<file path="src/rtl/rr_mux_arbiter16.sv">
// Round-robin arbiter for a shared 16:1 bit-select mux: registered one-hot grant,
// binary select, and tenure counter with optional preemption after MAX_HOLD cycles.
module rr_mux_arbiter16 #(
  parameter int unsigned MAX_HOLD = 32'd8
) (
  input  logic        clk,
  input  logic        reset,
  input  logic [15:0] req,
  output logic [15:0] gnt,
  output logic [3:0]  sel,
  output logic        valid,
  output logic [3:0]  hold_cnt
);

  typedef enum logic [0:0] {
    IDLE = 1'b0,
    OWN  = 1'b1
  } state_t;

  state_t      state_r, state_s;
  logic [3:0]  ptr_r, ptr_s;
  logic [15:0] gnt_s;
  logic [3:0]  sel_s;
  logic        valid_s;
  logic [3:0]  hold_s;

  logic [3:0]  base_s;
  logic [15:0] cand_s;
  logic [3:0]  win_s;
  logic        found_s;
  logic        others_s;
  logic        release_s;
  logic        preempt_s;

  // First set bit of r searching base, base+1, ... with 4-bit wrap; MSB flags a hit.
  // Iterating from the far end lets the nearest candidate overwrite the result.
  function automatic logic [4:0] rr_pick(input logic [15:0] r, input logic [3:0] base);
    logic [4:0] res;
    logic [3:0] idx;
    res = 5'd0;
    for (int i = 15; i >= 0; i--) begin
      idx = base + 4'(i);
      if (r[idx]) begin
        res = {1'b1, idx};
      end else begin
        res = res;
      end
    end
    return res;
  endfunction

  // Arbitration candidates: a departing owner is masked and the search starts after it.
  always_comb begin
    others_s  = (req & ~(16'd1 << sel)) != 16'd0;
    release_s = (state_r == OWN) && !req[sel];
    preempt_s = (state_r == OWN) && (MAX_HOLD != 32'd0) &&
                (32'(hold_cnt) == MAX_HOLD) && others_s;
    if (state_r == OWN) begin
      base_s = sel + 4'd1;
      cand_s = req & ~(16'd1 << sel);
    end else begin
      base_s = ptr_r;
      cand_s = req;
    end
    {found_s, win_s} = rr_pick(cand_s, base_s);
  end

  // Next-state and next-output decode.
  always_comb begin
    state_s = state_r;
    ptr_s   = ptr_r;
    gnt_s   = gnt;
    sel_s   = sel;
    valid_s = valid;
    hold_s  = hold_cnt;
    case (state_r)
      IDLE: begin
        if (found_s) begin
          state_s = OWN;
          gnt_s   = 16'd1 << win_s;
          sel_s   = win_s;
          valid_s = 1'b1;
          hold_s  = 4'd1;
        end else begin
          gnt_s   = 16'd0;
          valid_s = 1'b0;
          hold_s  = 4'd0;
        end
      end
      OWN: begin
        if (release_s || preempt_s) begin
          ptr_s = sel + 4'd1;
          if (found_s) begin
            gnt_s   = 16'd1 << win_s;
            sel_s   = win_s;
            valid_s = 1'b1;
            hold_s  = 4'd1;
          end else begin
            state_s = IDLE;
            gnt_s   = 16'd0;
            valid_s = 1'b0;
            hold_s  = 4'd0;
          end
        end else begin
          hold_s = (hold_cnt == 4'd15) ? 4'd15 : hold_cnt + 4'd1;
        end
      end
      default: begin
        state_s = IDLE;
        ptr_s   = 4'd0;
        gnt_s   = 16'd0;
        sel_s   = 4'd0;
        valid_s = 1'b0;
        hold_s  = 4'd0;
      end
    endcase
  end

  // State, pointer and output registers.
  always_ff @(posedge clk) begin
    if (reset) begin
      state_r  <= IDLE;
      ptr_r    <= 4'd0;
      gnt      <= 16'd0;
      sel      <= 4'd0;
      valid    <= 1'b0;
      hold_cnt <= 4'd0;
    end else begin
      state_r  <= state_s;
      ptr_r    <= ptr_s;
      gnt      <= gnt_s;
      sel      <= sel_s;
      valid    <= valid_s;
      hold_cnt <= hold_s;
    end
  end

endmodule

</file>
<file path="config.mk">
export PLATFORM = sky130hd
export DESIGN_NAME = rr_mux_arbiter16
export DESIGN_NICKNAME = d
export VERILOG_FILES = /design/src/rtl/rr_mux_arbiter16.sv
export SDC_FILE = /design/constraint.sdc
export NUM_CORES = 1
export LEC_CHECK = 0
export BUFFER_PORTS_ARGS = -buffer_cell sky130_fd_sc_hd__buf_2
export CORE_UTILIZATION = 40
export CTS_CLUSTER_SIZE = 28
export DETAILED_ROUTE_END_ITERATION = 8
export HOLD_SLACK_MARGIN = 0.08
export PLACE_DENSITY = 0.55
export SYNTH_ARGS = -nofsm -noshare
export SYNTH_HDL_FRONTEND = slang
export SYNTH_SLANG_ARGS = --single-unit
export TNS_END_PERCENT = 1
</file>
<file path="constraint.sdc">
create_clock -name clk -period 12.3 [get_ports clk]
set_input_delay 3.075 -clock clk [delete_from_list [all_inputs] [get_ports clk]]
set_output_delay 3.075 -clock clk [all_outputs]
set_load 0.02 [all_outputs]
</file>
==> summary.txt, run 1 <==
number of port buffers = 42
share of the synthesized area in the top cell type = 0.177
worst path required time = 12480 ps
CTS tree = yes
Tmin final = 6340 ps
sequential area share after synthesis = 0.135
Top Ports = 43
Buf/Inv on CP = 1
Worst Tran Pin Value = 1120 ps
initial antenna violation count = 0
share of layout cells above drive strength 1 = 0.219
post-CTS sizing = 0
max_cap viols = 0
Setup Skew = 7.50 ps
setup TNS = 0 ps
pwr/cell area = 330 nW/µm²
RSZ-0062 raised after global routing = no
die height = 108 µm
Die X = 108 µm
drt wl/cell = 22.3 µm
Core Region = 10800 µm²
Setup Fix Bufs, Post-CTS = 0
Num CTS Buffers = 5
Yosys warnings = 0
DRT Pass-1 Iters = 5
initial DRC count = 369
Syn Area/Cell = 8.68 µm²
critical-path cell list = buf_2 -> o21ai_0 -> mux4_2 -> mux2i_1 -> o211a_1 -> a221oi_1 -> o32a_1 -> a211oi_1 -> o2111ai_1 -> o31ai_1
DRC = 0
Die Area = 11600 µm²
Final Hold Fails = 0
CTS Buffer Depth = 2
area of the multi-input gates = 3660 µm²
All-Layer GR Usage = 0.264
Via Count = 4575
Tcrit/Tclk final = 0.515
slowest stage delay, CP = 840 ps
most frequent cells in the layout = nand2_1 (47), buf_2 (42), nor2_1 (41)
CTS Sinks = 30
global-route wire length before repair = 23.5 mm
Nets = 570
leak pwr = 1.78 nW
FF+latch area = 601 µm²
Hold Buf Count CTS = 0
status = finished clean
CP Max Fanout = 5
Util after Layout = 0.444
dpl cell area = 4720 µm²
commonest non-fill, non-tap cell in the layout = nand2_1
hold crit path type = reg2reg
Worst path top cell family by delay = compound AO/OA/AOI/OAI gates
critical path arrival = 6520 ps
antenna viol nets, final = 0
Post-Syn Instances = 513
H-tree depth = 2
# setup viols final = 0
Critical Path Start Type = primary input
Worst slew margin = 0.249
RD Place Congestion = 0.944
Root Driver = clkbuf_8
net count after synthesis = 544
Reg clk slew, reported paths = 70 ps
highest clock rate = 158 MHz
CP endpoint kind = flop
CP max-delay cell = a211oi_1
Syn-to-layout area delta = 8.06%
hpwl dp = 11.6 mm
total grt overflow = 0
Rows = 38
post-synthesis cell type count = 80
VDD IR max = 0.127 mV
ys async rst share = 0
drt via density = 6.73
clock latency on the worst-skew pair = 270 ps
total wire length = 15.1 mm
layout filler cell count = 1096
register bit total from synthesis = 30
via count of the first global-routing pass = 4256
Post-Syn Area = 4450 µm²
number of synthesized flops with an enable pin = 0
Setup CP Type = in2reg
Initial Util = 0.411
Synth area leaders = mux4_2 (18%), dfxtp_1 (13%), mux2i_1 (8.5%), nand2_1 (4.0%), o21a_1 (3.9%)
top_reg_cell synth = dfxtp_1
Yosys top cell by area = mux4_2
Final Cell Area = 4810 µm²
largest net degree at the start of global routing = 28
Slew Viols, Final = 0
ANT cells = 0
==> through the flow <==
stage / cells / worst slack [ps] / hold WS, ps / total power [mW]
6_report: 680 / 5960 / 456 / 1.59
5_1_grt: 680 / 5820 / 489 / 1.69
4_1_cts: 680 / 6080 / 457 / 1.56
3_5_place_dp: 672 / 5800 / 442 / 1.47
3_3_place_gp: 672 / 5810 / 432 / 1.49
2_1_floorplan: 513 / 6750 / 460 / 1.14
==> sequential cells by signal, indices dropped and copies added (netlist names) <==
signal / cells
sel: 4
hold_cnt: 4
ptr_r: 4
gnt: 16
state_r: 1
valid: 1
==> routing by layer <==
metal | up-vias | GRT usage | wire length, µm
li1 | 2102 | - | -
met1 | 2230 | 0.363 | 6610
met2 | 213 | 0.424 | 6900
met3 | 30 | 0.0436 | 1210
met4 | 0 | 0.0763 | 407
met5 | - | 0 | 0
==> power by group <==
| part | switching (mW) | leakage, nW | internal [mW] |
|---|---|---|---|
| combinational | 0.857 | 1.49 | 0.503 |
| sequential | 0.0307 | 0.245 | 0.120 |
| clock | 0.0361 | 0.0472 | 0.0449 |
==> worst register-to-register path, stage by stage (launching register included) <==
cell	delay, ps
dfxtp_1	650
inv_1	210
ha_1	330
mux2i_1	150
buf_4	300
ha_1	470
inv_1	530
mux4_2	480
mux2i_1	410
o22ai_1	190
o32a_1	200
a211oi_1	840
o2111ai_1	400
o31ai_1	340
==> cells in the mapped netlist, types with 5 or more instances <==
library cell and count:
a21oi_1 23, mux4_2 35, mux2i_1 38, o21a_1 23, nand2_1 47, a31oi_1 7, o31ai_1 14, mux2_2 10
nand4_1 5, o21ai_0 32, dfxtp_1 30, ha_1 13, nor2_1 41, o22ai_1 9, a32o_1 6, o31a_1 5
xnor2_1 7, a211o_1 6, inv_1 11, o21ai_1 5, o211ai_1 7, a211oi_1 12, nand3_1 7, nor3_1 13
clkbuf_1 12
==> area by class of cell <==
type | instances | share of cell area
inverters | 15 | 0.0127
well taps | 140 | 0.0364
clock buffers | 6 | 0.0172
multi-input cells | 443 | 0.760
flip-flops and latches | 30 | 0.125
clock inverters | 2 | 0.00260
repair buffers | 44 | 0.0468
==> worst paths after layout <==
| path | slack [ps] | start | end | depth (start not counted) |
|---|---|---|---|---|
| min | 460 | gnt[2] | gnt[2] | 2 |
| max reg2reg | 6720 | sel[1] | gnt[14] | 13 |
| max | 5960 | req[9] | gnt[14] | 10 |
| min reg2reg | 460 | gnt[2] | gnt[2] | 2 |
==> cell families after synthesis <==
| kind of cell | Yosys count | synth area share |
|---|---|---|
| compound gates | 189 | 0.305 |
| buf+inv | 40 | 0.0444 |
| flops | 30 | 0.135 |
| fa+ha+maj | 13 | 0.0365 |
| simple gates | 145 | 0.159 |
| xor+xnor | 12 | 0.0303 |
| mux | 84 | 0.290 |
Note: power is estimated with default switching activity, not from simulation.
==> run 2: changes to the inputs <==
==> constraint.sdc (replaced) <==
create_clock -name clk -period 6.45 [get_ports clk]
set_input_delay 1.6125 -clock clk [delete_from_list [all_inputs] [get_ports clk]]
set_output_delay 1.6125 -clock clk [all_outputs]
set_load 0.02 [all_outputs]
==> run 2 against run 1 <==
  * Highest routed layer unchanged
  * Clock-buffer cell count up 1
  * Register-to-register slack lost 5600 ps
  * Critical endpoint is now gnt[10]
  * Die area did not move
  * Power grew 92%
  * Sequential power grew 90%
  * Largest power group unchanged
  * Largest cell class unchanged
  * First-iteration DRC count is 42% higher
==> summary.txt, run 2 (synthesis gave the netlist of run 1 again) <==
Core Region = 10800 µm² (unchanged)
Tcrit/Tclk final = 0.830
Syn-to-layout area delta = 8.15% (about the same)
Largest Register = gnt
CP max-delay cell = a211oi_1
CTS tree = yes
via count of the first global-routing pass = 4225 (-0.73%)
ANT cells = 0 (unchanged)
Reg clk slew, reported paths = 60 ps (about the same)
Critical Path Start Type = flop
uppermost layer routed = met4
Die Area = 11600 µm² (unchanged)
total grt overflow = 0 (unchanged)
number of port buffers = 42 (unchanged)
WHS = 457 ps (+0.911 ps)
status = finished clean
R2R setup slack = 1100 ps (-5620 ps)
max reg flops = 16 (unchanged)
Slew Viols, Final = 0 (unchanged)
Num CTS Buffers = 5 (unchanged)
Routed met2 length = 7.09 mm (+2.7%)
WHS Endpoint = gnt[7]
Hold Buf Count CTS = 0 (unchanged)
Layout Cells excl Fill = 681 (+0.15%)
Nets = 571 (+0.18%)
H-tree depth = 2 (unchanged)
largest net degree at the start of global routing = 28 (unchanged)
die height = 108 µm (unchanged)
post-CTS sizing = 0 (unchanged)
Post-Route M1 WL = 6.50 mm (-1.6%)
Initial Util = 0.411 (unchanged)
Worst Tran Pin Value = 1040 ps (-80.4 ps)
area of the multi-input gates = 3660 µm² (unchanged)
FF+latch area = 601 µm² (unchanged)
Via Count = 4693 (+2.6%)
CP endpoint kind = flop
CP Max Fanout = 19 (+14)
hold path depth = 2 (unchanged)
initial DRC count = 525 (+42%)
DRC = 0 (unchanged)
hold crit path type = reg2reg
All-Layer GR Usage = 0.275 (+0.0109)
Worst path top cell family by delay = compound AO/OA/AOI/OAI gates
Buf/Inv on CP = 3 (+2)
CTS Buffer Depth = 2 (unchanged)
commonest non-fill, non-tap cell in the layout = nand2_1
leak pwr = 1.79 nW (+0.36%)
Root Driver = clkbuf_8
CTS Sinks = 30 (unchanged)
pwr/cell area = 634 nW/µm² (+92%)
dpl cells = 673 (+0.15%)
RD Place Congestion = 0.988 (+4.7%)
drt wl/cell = 22.9 µm (+2.8%)
Setup Fix Bufs, Post-CTS = 0 (unchanged)
total power = 3.05 mW (+92%)
critical path arrival = 5530 ps (-990 ps)
reg2reg end = gnt[10]
Worst slew margin = 0.302 (+0.0538)
# setup viols final = 0 (unchanged)
Top Ports = 43 (unchanged)
clock latency on the worst-skew pair = 270 ps (about the same)
Die X = 108 µm (unchanged)
slowest stage delay, CP = 810 ps (-30 ps)
layout filler cell count = 1099 (+0.27%)
worst path required time = 6630 ps (-5850 ps)
Setup Skew = 6.46 ps (-1.04 ps)
share of layout cells above drive strength 1 = 0.218 (-0.000404)
WL met3 = 1.29 mm (+6.3%)
global-route wire length before repair = 24.4 mm (+3.9%)
VDD IR max = 0.210 mV (+65%)
antenna viol nets, final = 0 (unchanged)
Rows = 38 (unchanged)
highest clock rate = 187 MHz
Final Hold Fails = 0 (unchanged)
worst reg2reg path startpoint = sel[1]
hpwl dp = 12.2 mm (+5.5%)
Setup CP Type = reg2reg
max_cap viols = 0 (unchanged)
total wire length = 15.6 mm (+2.9%)
DRT Pass-1 Iters = 5 (unchanged)
worst hold path startpoint = gnt[7]
setup TNS = 0 ps (unchanged)
most frequent cells in the layout = nand2_1 (47), buf_2 (42), nor2_1 (41)
drt via density = 6.89 (+2.4%)
Reg2Reg Depth = 13 (unchanged)
Tmin final = 5350 ps
RSZ-0062 raised after global routing = no
critical-path cell list = inv_1 -> ha_1 -> mux2i_1 -> buf_4 -> inv_2 -> ha_1 -> xnor2_1 -> mux2i_1 -> a221oi_1 -> o32a_1 -> a211oi_1 -> o2111ai_1 -> o31ai_1
initial antenna violation count = 0 (unchanged)
==> run 2: changes by cell type in the layout (fill, tap and decap cells not counted) <==
| cell | before | now |
|---|---|---|
| clkinvlp_4 | 1 | 0 |
| buf_4 | 2 | 3 |
| clkbuf_1 | 0 | 1 |
==> run 2: cell type report <==
class,count,area share
clock inverter,1,0.00104
sequential,30,0.125
timing repair buffer,45,0.0483
clock buffer,7,0.0179
inverter,15,0.0127
multi-input combinational,443,0.759
tap,140,0.0364
==> run 2: worst max path at each step <==
| stage | start | to | depth (start not counted) |
|---|---|---|---|
| global placement | sel[1] | gnt[14] | 13 |
| finish | sel[1] | gnt[10] | 13 |
| detailed placement | sel[1] | gnt[14] | 13 |
| CTS | sel[1] | gnt[14] | 13 |
| global route | sel[1] | gnt[14] | 13 |
| floorplan | sel[0] | gnt[0] | 17 |
==> run 2: power breakdown <==
group / leakage [nW] / internal [mW] / switching, mW
Combinational: 1.49 / 0.961 / 1.65
Clock: 0.0482 / 0.0860 / 0.0690
Sequential: 0.245 / 0.228 / 0.0571
Total: 1.79 / 1.28 / 1.78
==> run 2: worst register-to-register path, stage by stage, from the launching register on <==
cell and delay [ps]:
dfxtp_1 640, inv_1 210, ha_1 340, mux2i_1 180, buf_4 280, inv_2 240, ha_1 400, xnor2_1 550
mux2i_1 370, a221oi_1 150, o32a_1 370, a211oi_1 810, o2111ai_1 370, o31ai_1 320
==> run 2: through the flow <==
stage	worst slack, ps	util	area (µm²)
after global routing	671	0.444	4820
after global placement	1260	0.436	4730
final	1100	0.444	4820
after CTS	1200	0.444	4820
after detailed placement	1250	0.436	4730
after floorplan	1520	-	4450
==> run 2: routing by layer <==
metal	vias up	global-route usage
met4	0	0.113
met2	270	0.437
li1	2127	-
met1	2254	0.376
met5	-	0
met3	42	0.0339
